`src/rtl/tia_write_sequencer_if.sv`:
```
// Command handshake between the host stimulus and tia_write_sequencer.
// master = host side (frame compiler / harness), slave = sequencer.
interface tia_write_sequencer_if #(
  parameter int DLY_W = 8
);
  logic             cmd_valid;
  logic             cmd_ready;
  logic [5:0]       cmd_addr;
  logic [7:0]       cmd_data;
  logic [DLY_W-1:0] cmd_delay;

  modport master (
    output cmd_valid, cmd_addr, cmd_data, cmd_delay,
    input  cmd_ready
  );

  modport slave (
    input  cmd_valid, cmd_addr, cmd_data, cmd_delay,
    output cmd_ready
  );
endinterface

```
`src/rtl/tia_write_sequencer.sv`:
```
// tia_write_sequencer: buffers timed TIA register writes and replays them as phi_theta-aligned bus cycles.
// Define TIA_WRITE_SEQUENCER_STATS_EN to add the stat_writes / stat_stalls saturating counters.
module tia_write_sequencer #(
  parameter int DEPTH = 4,
  parameter int DLY_W = 8
) (
  input  logic                 clk,
  input  logic                 reset,
  input  logic                 phi_theta,
  input  logic                 rdy,
  tia_write_sequencer_if.slave cmd,
  output logic [5:0]           a,
  output logic [7:0]           d,
  output logic                 rw,
  output logic                 phi2,
  output logic                 busy
`ifdef TIA_WRITE_SEQUENCER_STATS_EN
  ,
  output logic [15:0]          stat_writes,
  output logic [15:0]          stat_stalls
`endif
);
  localparam int AW = (DEPTH > 1) ? $clog2(DEPTH) : 1;
  localparam int CW = AW + 1;

  localparam logic [1:0] ST_IDLE  = 2'd0;
  localparam logic [1:0] ST_WAIT  = 2'd1;
  localparam logic [1:0] ST_WRITE = 2'd2;

  typedef struct packed {
    logic [5:0]       addr;
    logic [7:0]       data;
    logic [DLY_W-1:0] delay;
  } cmd_t;

  cmd_t             mem [DEPTH];
  cmd_t             head;
  logic [AW-1:0]    wr_ptr;
  logic [AW-1:0]    rd_ptr;
  logic [CW-1:0]    count;
  logic             fifo_empty;
  logic             push;
  logic             pop;

  logic             phi_theta_q;
  logic             tick;
  logic             synced;
  logic [1:0]       phase;
  logic [1:0]       state;
  logic [DLY_W-1:0] dcnt;
  logic [5:0]       w_addr;
  logic [7:0]       w_data;

  assign tick          = phi_theta & ~phi_theta_q;
  assign fifo_empty    = (count == '0);
  assign cmd.cmd_ready = (count != CW'(DEPTH));
  assign push          = cmd.cmd_valid & cmd.cmd_ready;
  // The head is consumed from IDLE or at the end of a WRITE, never from WAIT or a stalled tick.
  assign pop           = tick & rdy & (state != ST_WAIT) & ~fifo_empty;
  assign head          = mem[rd_ptr];
  assign phi2          = synced & (phase == 2'd1);
  assign busy          = ~fifo_empty | (state != ST_IDLE);

  // NOTE: sequential state uses non-blocking assignments so every register samples pre-edge values.
  always_ff @(posedge clk) begin
    if (reset) begin
      wr_ptr <= '0;
      rd_ptr <= '0;
      count  <= '0;
    end else begin
      if (push) wr_ptr <= wr_ptr + AW'(1);
      if (pop)  rd_ptr <= rd_ptr + AW'(1);
      case ({push, pop})
        2'b10:   count <= count + CW'(1);
        2'b01:   count <= count - CW'(1);
        default: count <= count;
      endcase
    end
  end

  // NOTE: FIFO storage has no reset; entries are only read after being written under the pointers.
  always_ff @(posedge clk) begin
    if (push) mem[wr_ptr] <= '{addr: cmd.cmd_addr, data: cmd.cmd_data, delay: cmd.cmd_delay};
  end

  always_ff @(posedge clk) begin
    if (reset) begin
      phi_theta_q <= 1'b0;
      synced      <= 1'b0;
      phase       <= 2'd0;
      state       <= ST_IDLE;
      dcnt        <= '0;
      w_addr      <= '0;
      w_data      <= '0;
      a           <= '0;
      d           <= '0;
      rw          <= 1'b1;
    end else begin
      phi_theta_q <= phi_theta;
      // Phase only advances once a tick has been seen, so a stopped phi_theta keeps phi2 low.
      if (tick) begin
        phase  <= 2'd0;
        synced <= 1'b1;
      end else if (synced && phase != 2'd2) begin
        phase  <= phase + 2'd1;
      end

      if (tick) begin
        rw <= 1'b1;
        if (rdy) begin
          if (state == ST_WAIT) begin
            dcnt <= dcnt - DLY_W'(1);
            if (dcnt == DLY_W'(1)) begin
              state <= ST_WRITE;
              a     <= w_addr;
              d     <= w_data;
              rw    <= 1'b0;
            end
          end else if (pop) begin
            w_addr <= head.addr;
            w_data <= head.data;
            dcnt   <= head.delay;
            if (head.delay == '0) begin
              state <= ST_WRITE;
              a     <= head.addr;
              d     <= head.data;
              rw    <= 1'b0;
            end else begin
              state <= ST_WAIT;
            end
          end else begin
            state <= ST_IDLE;
          end
        end
      end
    end
  end

`ifdef TIA_WRITE_SEQUENCER_STATS_EN
  // A tick with rw low closes the write cycle that was on the bus, stalled or not.
  always_ff @(posedge clk) begin
    if (reset) begin
      stat_writes <= '0;
      stat_stalls <= '0;
    end else if (tick) begin
      if (!rw && stat_writes != 16'hFFFF)  stat_writes <= stat_writes + 16'd1;
      if (!rdy && stat_stalls != 16'hFFFF) stat_stalls <= stat_stalls + 16'd1;
    end
  end
`endif
endmodule

```
`src/flat_wrapper.sv`:
```
// flat-port wrapper written by rule: the top's interface ports become plain ports
module tia_write_sequencer_flat 
#(
  parameter int DEPTH = 4,
  parameter int DLY_W = 8
)
  (clk, reset, phi_theta, rdy, a, d, rw, phi2, busy, cmd_cmd_valid, cmd_cmd_addr, cmd_cmd_data, cmd_cmd_delay, cmd_cmd_ready);
  tia_write_sequencer_if #(.DLY_W(DLY_W)) cmd_i ();
  input  logic clk;
  input  logic reset;
  input  logic phi_theta;
  input  logic rdy;
  output logic [5:0] a;
  output logic [7:0] d;
  output logic rw;
  output logic phi2;
  output logic busy;
  input wire logic [$bits(cmd_i.cmd_valid)-1:0] cmd_cmd_valid;
  input wire logic [$bits(cmd_i.cmd_addr)-1:0] cmd_cmd_addr;
  input wire logic [$bits(cmd_i.cmd_data)-1:0] cmd_cmd_data;
  input wire logic [$bits(cmd_i.cmd_delay)-1:0] cmd_cmd_delay;
  output wire logic [$bits(cmd_i.cmd_ready)-1:0] cmd_cmd_ready;
  assign cmd_i.cmd_valid = cmd_cmd_valid;
  assign cmd_i.cmd_addr = cmd_cmd_addr;
  assign cmd_i.cmd_data = cmd_cmd_data;
  assign cmd_i.cmd_delay = cmd_cmd_delay;
  assign cmd_cmd_ready = cmd_i.cmd_ready;
  tia_write_sequencer #(.DEPTH(DEPTH), .DLY_W(DLY_W)) u_core (.clk(clk), .reset(reset), .phi_theta(phi_theta), .rdy(rdy), .cmd(cmd_i), .a(a), .d(d), .rw(rw), .phi2(phi2), .busy(busy));
endmodule
```
`config.mk`:
```
export PLATFORM = sky130hd
export DESIGN_NAME = tia_write_sequencer_flat
export DESIGN_NICKNAME = d
export VERILOG_FILES = /design/src/rtl/tia_write_sequencer_if.sv /design/src/rtl/tia_write_sequencer.sv /design/src/flat_wrapper.sv
export SDC_FILE = /design/constraint.sdc
export NUM_CORES = 1
export LEC_CHECK = 0
export CORE_ASPECT_RATIO = 0.6
export CORE_MARGIN = 5
export CORE_UTILIZATION = 27
export CTS_BUF_LIST = sky130_fd_sc_hd__clkbuf_8
export DETAILED_ROUTE_END_ITERATION = 6
export PLACE_DENSITY = 0.54
export SYNTH_ARGS = -nofsm -noshare
export SYNTH_HDL_FRONTEND = slang
export SYNTH_SLANG_ARGS = --single-unit
```
`constraint.sdc`:
```
create_clock -name clk -period 3.99 [get_ports clk]
set_input_delay 0.798 -clock clk [delete_from_list [all_inputs] [get_ports clk]]
set_output_delay 0.798 -clock clk [all_outputs]
set_load 0.1 [all_outputs]
```
Word level (Yosys, flattened, before mapping)
Memories as Yosys holds them, arrays and structs flattened. A register that Yosys moved wholly into a read port is not among the register bits.
Index checks and enable logic that the tools add are counted.

storage, ports and cells
  register bits = 50
  RAM bits = 88
  bits of input ports = 27
  logic and storage cells = 75
  memories = 1

memories
  memory      words  bits a word  rd ports  clocked after Yosys merged registers in  wr ports  line                       text
  u_core.mem  4      22           1         1                                        1         tia_write_sequencer.sv:36  cmd_t mem [DEPTH];

cells by class
  add/subtract/negate cells = 6
  equal/unequal tests = 9
  muxes and demuxes = 24
  bitwise gates (word level) = 10
  reduce and logical (&&, ||, !) cells = 12

operators with widths
  cell                                                                     number
  8-bit two-way mux                                                        6
  6-bit two-way mux                                                        4
  2-bit two-way mux                                                        6
  8-bit by 1-bit equality test with 1-bit output, second input constant    1
  8-bit logical NOT                                                        1
  2-bit nonzero test                                                       4
  8-bit by 1-bit subtractor with 8-bit output, second input constant       1
  1-bit two-way mux                                                        7
  2-bit by 1-bit adder with 2-bit output, second input constant            3
  1-bit AND                                                                6
  2-bit by 1-bit equality test with 1-bit output, second input constant    3
  3-bit one-hot mux with 2 select lines                                    1
  3-bit AND reduction                                                      2
  5-bit AND reduction                                                      1
  2-bit inequality test, second input constant                             2
  4-bit AND reduction                                                      1
  3-bit by 1-bit adder with 3-bit output, second input constant            1
  3-bit logical NOT                                                        1
  3-bit inequality test, second input constant                             1
  1-bit inverter                                                           3
  3-bit by 1-bit subtractor with 3-bit output, second input constant       1
  2-bit equality test, second input constant                               1
  2-bit by 1-bit inequality test with 1-bit output, second input constant  1
  2-bit OR reduction                                                       1
  other kinds (2)                                                          2

Logic depth before layout (Yosys ltp)
Gate-level depths: netlist (run 1).

  word-level depth = 8
  depth in mapped cells = 11
  depth with buffers taken out = 10

Worst setup path after synthesis (run 1)
OpenSTA, ideal clock, no wires.

  path type = input port to flip-flop
  from = input port phi_theta
  to = register u_core.count[2]
  setup time = 0.070 ns
  arrival time = 3.051 ns
  data required time = 3.920 ns
  slack = 0.868 ns
  cell stages on the path = 11
  buffers on the path = 1
  cell sequence = nor2b_1 > and2_1 > nand3_1 > inv_2 > buf_1 > ha_1 > inv_1 > fa_1 > xor2_1 > or3_1 > a21oi_1

on the way
  cells in the longest elaborated chain, start to end = 6
  elaborated cells on any way between the ends = 8

RTL lines
  item                                                                                          line                       text
  from (decl)                                                                                   flat_wrapper.sv:11         input logic phi_theta;
  1-bit AND *                                                                                   tia_write_sequencer.sv:54  assign tick = phi_theta & ~phi_theta_q;
  1-bit AND * (3 in a row)                                                                      tia_write_sequencer.sv:59  assign pop = tick & rdy & (state != ST_WAIT) & ~fifo_empty;
  net u_core.pop                                                                                tia_write_sequencer.sv:43  logic pop;
  2-bit by 1-bit equality test with 1-bit output / 2-bit equality test (equally long branches)  tia_write_sequencer.sv:73  case ({push, pop})
  3-bit one-hot mux with 2 select lines / 2-bit nonzero test (equally long branches)            -
  to (signal assigned)                                                                          tia_write_sequencer.sv:74  2'b10: count <= count + CW'(1);
  to (signal assigned)                                                                          tia_write_sequencer.sv:75  2'b01: count <= count - CW'(1);
  to (signal assigned)                                                                          tia_write_sequencer.sv:76  default: count <= count;
  to (decl)                                                                                     tia_write_sequencer.sv:40  logic [CW-1:0] count;

The timed path passes the listed nets; every way through them passes the cells marked *.
A chain may end at the register's enable or synchronous reset.

Worst setup path after layout (run 1)
  from = register u_core.count[0]
  to = output port busy

on the way
  cells in the longest elaborated chain, start to end = 3

RTL lines
  item               line                       text
  3-bit logical NOT  tia_write_sequencer.sv:55  assign fifo_empty = (count == '0);
  1-bit inverter     tia_write_sequencer.sv:62  assign busy = ~fifo_empty | (state != ST_IDLE);
  1-bit bitwise OR   tia_write_sequencer.sv:62
  to (decl)          flat_wrapper.sv:17         output logic busy;

No other way between the ends.

==> flow_summary.yaml, run 1 <==
logic_synthesis:
  syn_nets: 429
  synth_cell_types: 46
  synth-seq-area-share_pct: 64.7
  synth_ff_type: "edfxtp_1"
  synth_seq_cells: 140
  syn_area_um2: 5690
  syn_inst: 392
  synth_area_per_cell_um2: 14.5
  synth_edf_count: 88
  synth_warnings: 0
  async_reset_ff_share_pct: 0
floorplanning:
  dieArea_um2: 24200
  die_y_um: 122
  start_util_pct: 27.3
  ios: 45
  core_area_um2: 20900
  row_count: 41
  dieWidth_um: 197
layout:
  nets: 483
  syn_to_final_growth_pct: 20.1
  multi_input_area_um2: 1870
  final-seq-area_um2: 3680
  final_common_cell: "edfxtp_1"
  nFillCells: 2025
  diodes: 0
  final_cell_mix: "88 x edfxtp_1, 52 x dfxtp_1, 43 x clkdlybuf4s50_1, 42 x nand2_1, 25 x a21oi_1"
  drive_gt1_share_pct: 15.3
power_and_ir_drop:
  p_clk_share_pct: 34.6
  internal_power_w: 0.00234
  power_leakage_nw: 2.32
  sequentialPowerShare_pct: 52.2
  power.switching_w: 0.000829
  ir_drop_uv: 192
  swShare_pct: 26.1
  p_comb_share_pct: 13.2
  power_density_nw_per_um2: 464
run_status:
  status: "finished clean"
routing:
  drc_errors: 0
  viasPerCell: 4.53
  drt_wl_total_um: 12600
  m1WireLength_um: 6140
  wl_met2_um: 5620
  top_layer: "met4"
  final_antenna_net_count: 0
  drt_iter0_drc: 245
  dr.pass1.iters: 4
  vias: 3343
  route.met3.wl_um: 696
  wl_per_cell_um: 17.0
worst_setup_path:
  crit_type: "flip-flop to output port"
  worstPathRequired_ns: 3.19
  crit_top_cell: "or3_1"
  path_max_fanout: 4
  slowest_stage: "clkdlybuf4s50_1"
  cp-start-kind: "flip-flop"
  cp_slowest_stage_delay_ns: 0.99
  path_cells: "or3_1, or3_1, clkdlybuf4s50_1"
  arrival_ns: 2.53
  crit_path_end_kind: "output port"
clocking:
  cts-root-buf: "clkbuf_8"
  cts_tree: "done"
  ctsLongestPathBuffers: 2
  ctsResizeCount: 0
  clkSlewWorstSetupHoldPaths_ns: 0.07
  htreeDepth: 4
  clk_latency_ns: 0.43
  numCtsBuffers: 17
  clock_sinks: 140
  hold_buffers: 0
  post_cts_buffers: 0
place:
  dp_hpwl_um: 8360
  routabilityCongestion: 0.788
  portBuffers: 44
hold_path:
  holdCritPathClass: "flip-flop to flip-flop"
timing:
  whs_ns: 0.457
  rsz0062_at_grt: "false"
  fin_skew_ns: 0.00918
  tightest_slew_ns: 1.08
  hold_viol: 0
  period_share_pct: 83.4
  slew_headroom_pct: 27.8
  setup_tns_ns: 0
  maxSlewViolCount: 0
  max_freq_mhz: 301
  period_minus_slack_ns: 3.33
  setup_violations: 0
flow_run:
  max-cap-violations: 0
global_route:
  antenna_found_initial: 0
  grt_max_degree: 52
  grt_pass1_wl_um: 19500
  grt_usage_pct: 10.8
  globalRouteOverflowTotal: 0
  grt_pass1_vias: 3401
==> power groups by stage <==
stage / Clock, W / Combinational, W / Sequential, W
2_1_floorplan: 0 / 0.000287 / 0.00168
3_3_place_gp: 0 / 0.000413 / 0.00169
3_5_place_dp: 0 / 0.000421 / 0.00169
4_1_cts: 0.00113 / 0.000424 / 0.00166
5_1_grt: 0.00119 / 0.000456 / 0.00166
6_report: 0.00110 / 0.000418 / 0.00166
==> flip-flops by register name, indices dropped and copies added, names as in the netlist, 2 cells and up, named ones only <==
signal and flops:
u_core.d 8, u_core.wr_ptr 2, u_core.w_data 8, u_core.rd_ptr 2, u_core.phase 2, u_core.state 2, u_core.w_addr 6, u_core.dcnt 8
u_core.count 3, u_core.mem 88, u_core.a 6
==> cell usage after synthesis, drive strengths merged, types with 2 or more instances <==
| cell | n | area [um2] |
|---|---|---|
| ha | 9 | 113 |
| a221oi | 14 | 179 |
| buf | 8 | 55.1 |
| and3 | 4 | 25.0 |
| or3 | 3 | 18.8 |
| mux2i | 14 | 140 |
| nor2b | 18 | 113 |
| a21oi | 25 | 125 |
| edfxtp | 88 | 2640 |
| clkbuf | 12 | 45.0 |
| o22ai | 2 | 12.5 |
| nand3 | 4 | 32.5 |
| a22oi | 3 | 22.5 |
| mux4 | 22 | 526 |
| o21ai | 7 | 35.0 |
| xor2 | 3 | 26.3 |
| nor2 | 19 | 71.3 |
| nand2 | 43 | 164 |
| nand2b | 2 | 12.5 |
| and2 | 3 | 18.8 |
| a31oi | 2 | 12.5 |
| a211oi | 4 | 30.0 |
| nor3 | 3 | 15.0 |
| xnor2 | 3 | 26.3 |
| inv | 11 | 41.3 |
| dfxtp | 52 | 1040 |
| nor4 | 3 | 48.8 |
==> per-layer routing <==
layer	global-route usage, %	vias up
li1	-	1587
met1	15.3	1683
met2	16.3	63
met3	3.05	10
met4	2.86	0
met5	0	-
==> cells by family after synthesis <==
kind of cell | Yosys count | share of synthesized area, %
AND/OR/NAND/NOR | 107 | 9.78
XOR/XNOR | 6 | 0.923
buffers and inverters | 31 | 2.48
AO/OA/AOI/OAI | 62 | 8.07
adder cells (fa/ha/maj) | 10 | 2.33
flip-flops | 140 | 64.7
multiplexers | 36 | 11.7
==> critical path, delay by kind of cell (launching register included) <==
| family | cells | cell delay, ns |
|---|---|---|
| buffers and inverters | 1 | 0.99 |
| DFF | 1 | 0.35 |
| and+or+nand+nor | 2 | 0.76 |
==> layout make-up <==
cell class / count / area share (%)
flip-flops and latches: 140 / 53.9
multi-input cells: 221 / 27.3
repair buffers: 55 / 7.58
well taps: 279 / 5.11
clock buffers: 18 / 3.62
clock inverters: 14 / 1.92
inverters: 11 / 0.604
==> stage by stage <==
stage                     instance area [um2]  total power [W]  utilization [%]  setup slack [ns]  instances
final                                    6840          0.00317             32.8             0.663        738
after global routing                     6840          0.00332             32.8             0.574        738
after CTS                                6840          0.00321             32.8             0.628        738
after detailed placement                 6460          0.00211             30.9             0.652        706
after global placement                   6460          0.00210             30.9             0.720        706
after floorplan                          5690          0.00197                -             0.868        392
==> final timing paths <==
check	startpoint	end	slack (ns)	cells past startpoint
setup / recovery	u_core.count[0]$_SDFFE_PP0P_	busy	0.66	3
hold / removal	u_core.w_addr[1]$_SDFFE_PP0P_	u_core.w_addr[1]$_SDFFE_PP0P_	0.46	2
setup reg to reg	flip-flop	u_core.a[1]$_SDFFE_PP0P_	1.06	5
hold reg to reg	u_core.w_addr[1]$_SDFFE_PP0P_	u_core.w_addr[1]$_SDFFE_PP0P_	0.46	2
(Power assumes the default switching activity.)
==> run 2: changes to the inputs <==
--- a/config.mk
+++ b/config.mk
@@ -10,7 +10,7 @@
 export CORE_UTILIZATION = 27
 export CTS_BUF_LIST = sky130_fd_sc_hd__clkbuf_8
 export DETAILED_ROUTE_END_ITERATION = 6
-export PLACE_DENSITY = 0.54
+export PLACE_DENSITY = 0.56
 export SYNTH_ARGS = -nofsm -noshare
 export SYNTH_HDL_FRONTEND = slang
 export SYNTH_SLANG_ARGS = --single-unit
==> constraint.sdc (replaced) <==
create_clock -name clk -period 2.9 [get_ports clk]
set_input_delay 0.58 -clock clk [delete_from_list [all_inputs] [get_ports clk]]
set_output_delay 0.58 -clock clk [all_outputs]
set_load 0.1 [all_outputs]
==> flow_summary.yaml, run 2 (synthesized netlist as in run 1, its figures left out) <==
timing:
  setup_ws_ns: 0.308
  setup_violations: 0
  maxSlewViolCount: 0
  slew_headroom_pct: 41.5
  tightest_slew_ns: 0.878
  fin_skew_ns: 0.0128
  rsz0062_at_grt: "false"
  max_freq_mhz: 386
  period_share_pct: 89.4
  hold_viol: 0
  setup_tns_ns: 0
  period_minus_slack_ns: 2.59
floorplanning:
  row_count: 41
  ios: 45
  dieWidth_um: 197
  start_util_pct: 27.3
  core_area_um2: 20900
  dieArea_um2: 24200
  die_y_um: 122
power_and_ir_drop:
  power_density_nw_per_um2: 653
  ir_drop_uv: 266
  power_leakage_nw: 2.40
clocking:
  clk_latency_ns: 0.44
  ctsResizeCount: 0
  hold_buffers: 0
  ctsLongestPathBuffers: 2
  clock_sinks: 140
  clkSlewWorstSetupHoldPaths_ns: 0.08
  numCtsBuffers: 17
  cts_tree: "done"
  cts-root-buf: "clkbuf_8"
  htreeDepth: 4
  post_cts_buffers: 0
worst_setup_path:
  rr_endpoint: "u_core.a[0]$_SDFFE_PP0P_"
  reg2reg_slack_ns: 0.31
  crit_end: "u_core.a[0]$_SDFFE_PP0P_"
  cp_slowest_stage_delay_ns: 0.62
  path_max_fanout: 15
  worstPathRequired_ns: 3.17
  crit_path_end_kind: "flip-flop"
  r2r_cells: 6
  arrival_ns: 2.86
  crit_type: "flip-flop to flip-flop"
  crit_cells: 6
  cp-start-kind: "flip-flop"
  cp_top_family: "simple AND/OR/NAND/NOR gates"
  crit_buf_inv: 1
  slowest_stage: "dfxtp_1"
  path_cells: "buf_4, mux4_2, nor4_4, nand3_4, nand2_2, a221oi_1"
routing:
  drc_errors: 0
  final_antenna_net_count: 0
  dr.pass1.iters: 7
  viasPerCell: 4.65
  drt_iter0_drc: 181
  wl_per_cell_um: 17.4
  vias: 3471
  drt_wl_total_um: 13000
global_route:
  grt_usage_pct: 11.2
  grt_max_degree: 44
  grt_pass1_vias: 3584
  antenna_found_initial: 0
  grt_pass1_wl_um: 20300
  globalRouteOverflowTotal: 0
place:
  routabilityCongestion: 0.761
  portBuffers: 44
  dp.cells: 715
  place_ws_ns: 0.0179
  dp_hpwl_um: 8440
layout:
  final_cells: 747
  final_cell_mix: "88 x edfxtp_1, 52 x dfxtp_1, 42 x nand2_1, 38 x buf_4"
  drive_gt1_share_pct: 21.4
  diodes: 0
  nets: 492
  regMostFlops: "u_core.mem"
  syn_to_final_growth_pct: 21.2
  largest_reg_flops: 88
  final_common_cell: "edfxtp_1"
flow_run:
  max-cap-violations: 0
run_status:
  status: "finished clean"
hold_path:
  min_from: "u_core.w_addr[4]$_SDFFE_PP0P_"
  holdCritPathClass: "flip-flop to flip-flop"
==> run 2: cell count changes in the layout (fill, tap and decap cells not counted), sizes merged <==
cell / delta
buf: +27
bufinv: +1
clkdlybuf4s50: -18
clkinv: -6
clkinvlp: +1
inv: +4
==> run 2: where the power goes <==
part | internal (W) | leakage (nW) | switching, W
combinational | 0.000224 | 0.957 | 0.000354
clock | 0.000877 | 0.216 | 0.000770
sequential | 0.00223 | 1.23 | 0.0000491
total | 0.00333 | 2.40 | 0.00117
==> run 2: through the flow <==
stage	hold WS (ns)	total power (W)	util [%]	instance area, um2
finish	0.462	0.00450	33.0	6900
global route	0.474	0.00470	33.0	6900
CTS	0.464	0.00457	33.0	6900
detailed placement	0.453	0.00291	31.1	6490
global placement	0.442	0.00288	31.1	6490
floorplan	0.436	0.00271	-	5700
==> run 2: final cells by class <==
cell class                      count  area, um2
Fill cell                        2041      14000
Clock buffer                       18        248
Clock inverter                     14        166
Inverter                           11       41.3
Sequential cell                   140       3680
Timing Repair Buffer               64        541
Tap cell                          279        349
Multi-Input combinational cell    221       1870
==> run 2: how the worst min path moves through the flow <==
stage | cells after the start | endpoint | slack (ns)
global placement | 2 | u_core.w_data[4]$_SDFFE_PP0P_ | 0.44
global route | 2 | u_core.w_addr[5]$_SDFFE_PP0P_ | 0.47
CTS | 2 | u_core.w_data[7]$_SDFFE_PP0P_ | 0.46
floorplan | 2 | u_core.w_addr[0]$_SDFFE_PP0P_ | 0.44
detailed placement | 2 | u_core.w_data[2]$_SDFFE_PP0P_ | 0.45
finish | 2 | u_core.w_addr[4]$_SDFFE_PP0P_ | 0.46
==> run 2: per-layer routing <==
| metal | track usage [%] | share of wire, % | wire length, um |
|---|---|---|---|
| met2 | 17.8 | 46 | 6010 |
| met3 | 2.85 | 4.2 | 540 |
| met5 | 0 | 0 | 0 |
| met4 | 3.03 | 0.78 | 101 |
| met1 | 15.2 | 49 | 6350 |
==> run 2: worst register-to-register path, stage by stage (launching register included) <==
cell	delay, ns
dfxtp_1	0.62
buf_4	0.21
mux4_2	0.55
nor4_4	0.39
nand3_4	0.12
nand2_2	0.37
a221oi_1	0.18
==> run 3: changes to the inputs <==
==> constraint.sdc (replaced) <==
create_clock -name clk -period 2.9 [get_ports clk]
set_input_delay 0.725 -clock clk [delete_from_list [all_inputs] [get_ports clk]]
set_output_delay 0.725 -clock clk [all_outputs]
set_load 0.1 [all_outputs]
==> flow_summary.yaml, run 3 (synthesized netlist as in run 1, its figures left out) <==
routing:
  wl_met2_um: 5940
  drc_errors: 0
  final_antenna_net_count: 0
  viasPerCell: 4.58
  route.met3.wl_um: 824
  top_layer: "met4"
  dr.pass1.iters: 4
  vias: 3430
  m1WireLength_um: 6280
  wl_per_cell_um: 17.5
  drt_wl_total_um: 13100
  drt_iter0_drc: 232
global_route:
  grt_usage_pct: 11.4
  grt_pass1_vias: 3557
  grt_max_degree: 27
  grt_pass1_wl_um: 20600
  globalRouteOverflowTotal: 0
  antenna_found_initial: 0
clocking:
  clk_latency_ns: 0.44
  ctsResizeCount: 0
  hold_buffers: 0
  clkSlewWorstSetupHoldPaths_ns: 0.08
  htreeDepth: 4
  cts-root-buf: "clkbuf_8"
  clock_sinks: 140
  cts_tree: "done"
  numCtsBuffers: 17
  ctsLongestPathBuffers: 2
  post_cts_buffers: 0
place:
  dp_hpwl_um: 8760
  place_ws_ns: -0.0885
  portBuffers: 44
  routabilityCongestion: 0.774
worst_setup_path:
  path_max_fanout: 15
  crit_path_end_kind: "flip-flop"
  cp-start-kind: "flip-flop"
  worstPathRequired_ns: 3.20
  arrival_ns: 2.82
  crit_type: "flip-flop to flip-flop"
power_and_ir_drop:
  power_leakage_nw: 2.41
  ir_drop_uv: 307
  power_density_nw_per_um2: 658
layout:
  nets: 494
  syn_to_final_growth_pct: 21.8
  final_cell_mix: "88 x edfxtp_1, 52 x dfxtp_1, 42 x nand2_1, 40 x buf_4"
  final_core_util_pct: 33.2
  drive_gt1_share_pct: 22.1
  largest_reg_flops: 88
  regMostFlops: "u_core.mem"
  diodes: 0
  final_common_cell: "edfxtp_1"
timing:
  period_share_pct: 87.2
  fin_skew_ns: 0.0105
  hold_viol: 0
  maxSlewViolCount: 0
  setup_ws_ns: 0.371
  slew_headroom_pct: 63.1
  max_freq_mhz: 395
  rsz0062_at_grt: "false"
  tightest_slew_ns: 0.552
  period_minus_slack_ns: 2.53
  setup_violations: 0
run_status:
  status: "finished clean"
floorplanning:
  dieArea_um2: 24200
  start_util_pct: 27.3
  core_area_um2: 20900
  die_y_um: 122
  ios: 45
  dieWidth_um: 197
  row_count: 41
hold_path:
  holdCritPathClass: "flip-flop to flip-flop"
flow_run:
  max-cap-violations: 0
[run 3: worst max-delay path: stages (launching register included)]
cell and delay (ns):
dfxtp_1 0.54, buf_4 0.24, mux4_1 0.69, nor4_4 0.25
nand3_4 0.14, nand2_2 0.34, a221oi_1 0.18
[run 3: power breakdown]
group	switching, W	internal [W]
Combinational	0.000355	0.000228
Sequential	0.0000508	0.00223
Clock	0.000761	0.000936
[run 3: worst paths after layout]
kind / startpoint / end / slack [ns] / cells past startpoint
max reg2reg: flip-flop / u_core.a[2]$_SDFFE_PP0P_ / 0.37 / 6
min: u_core.w_addr[2]$_SDFFE_PP0P_ / u_core.w_addr[2]$_SDFFE_PP0P_ / 0.46 / 2
max: flip-flop / u_core.a[2]$_SDFFE_PP0P_ / 0.37 / 6
min reg2reg: u_core.w_addr[2]$_SDFFE_PP0P_ / u_core.w_addr[2]$_SDFFE_PP0P_ / 0.46 / 2
[run 3: per-layer routing]
| layer | vias to the layer above | GRT usage (%) |
|---|---|---|
| met4 | 0 | 3.25 |
| met3 | 10 | 3.13 |
| li1 | 1613 | - |
| met1 | 1715 | 16.1 |
| met2 | 92 | 17.3 |
| met5 | - | 0 |
[run 3: final cells by class]
type	count	area (um2)
multi-input combinational	221	1870
clock inverter	15	195
timing repair buffer	66	556
tap	279	349
inverter	11	41.3
fill	2007	13900
clock buffer	17	234
sequential	140	3680
[run 3: through the flow]
stage / instance area [um2] / power (W) / setup TNS (ns) / cells / hold slack [ns]
4_1_cts: 6930 / 0.00462 / 0 / 749 / 0.456
5_1_grt: 6930 / 0.00476 / 0 / 749 / 0.483
3_3_place_gp: 6500 / 0.00288 / -0.0130 / 717 / 0.441
6_report: 6930 / 0.00456 / 0 / 749 / 0.457
2_1_floorplan: 5700 / 0.00271 / 0 / 392 / 0.436
3_5_place_dp: 6500 / 0.00291 / -0.0885 / 717 / 0.446
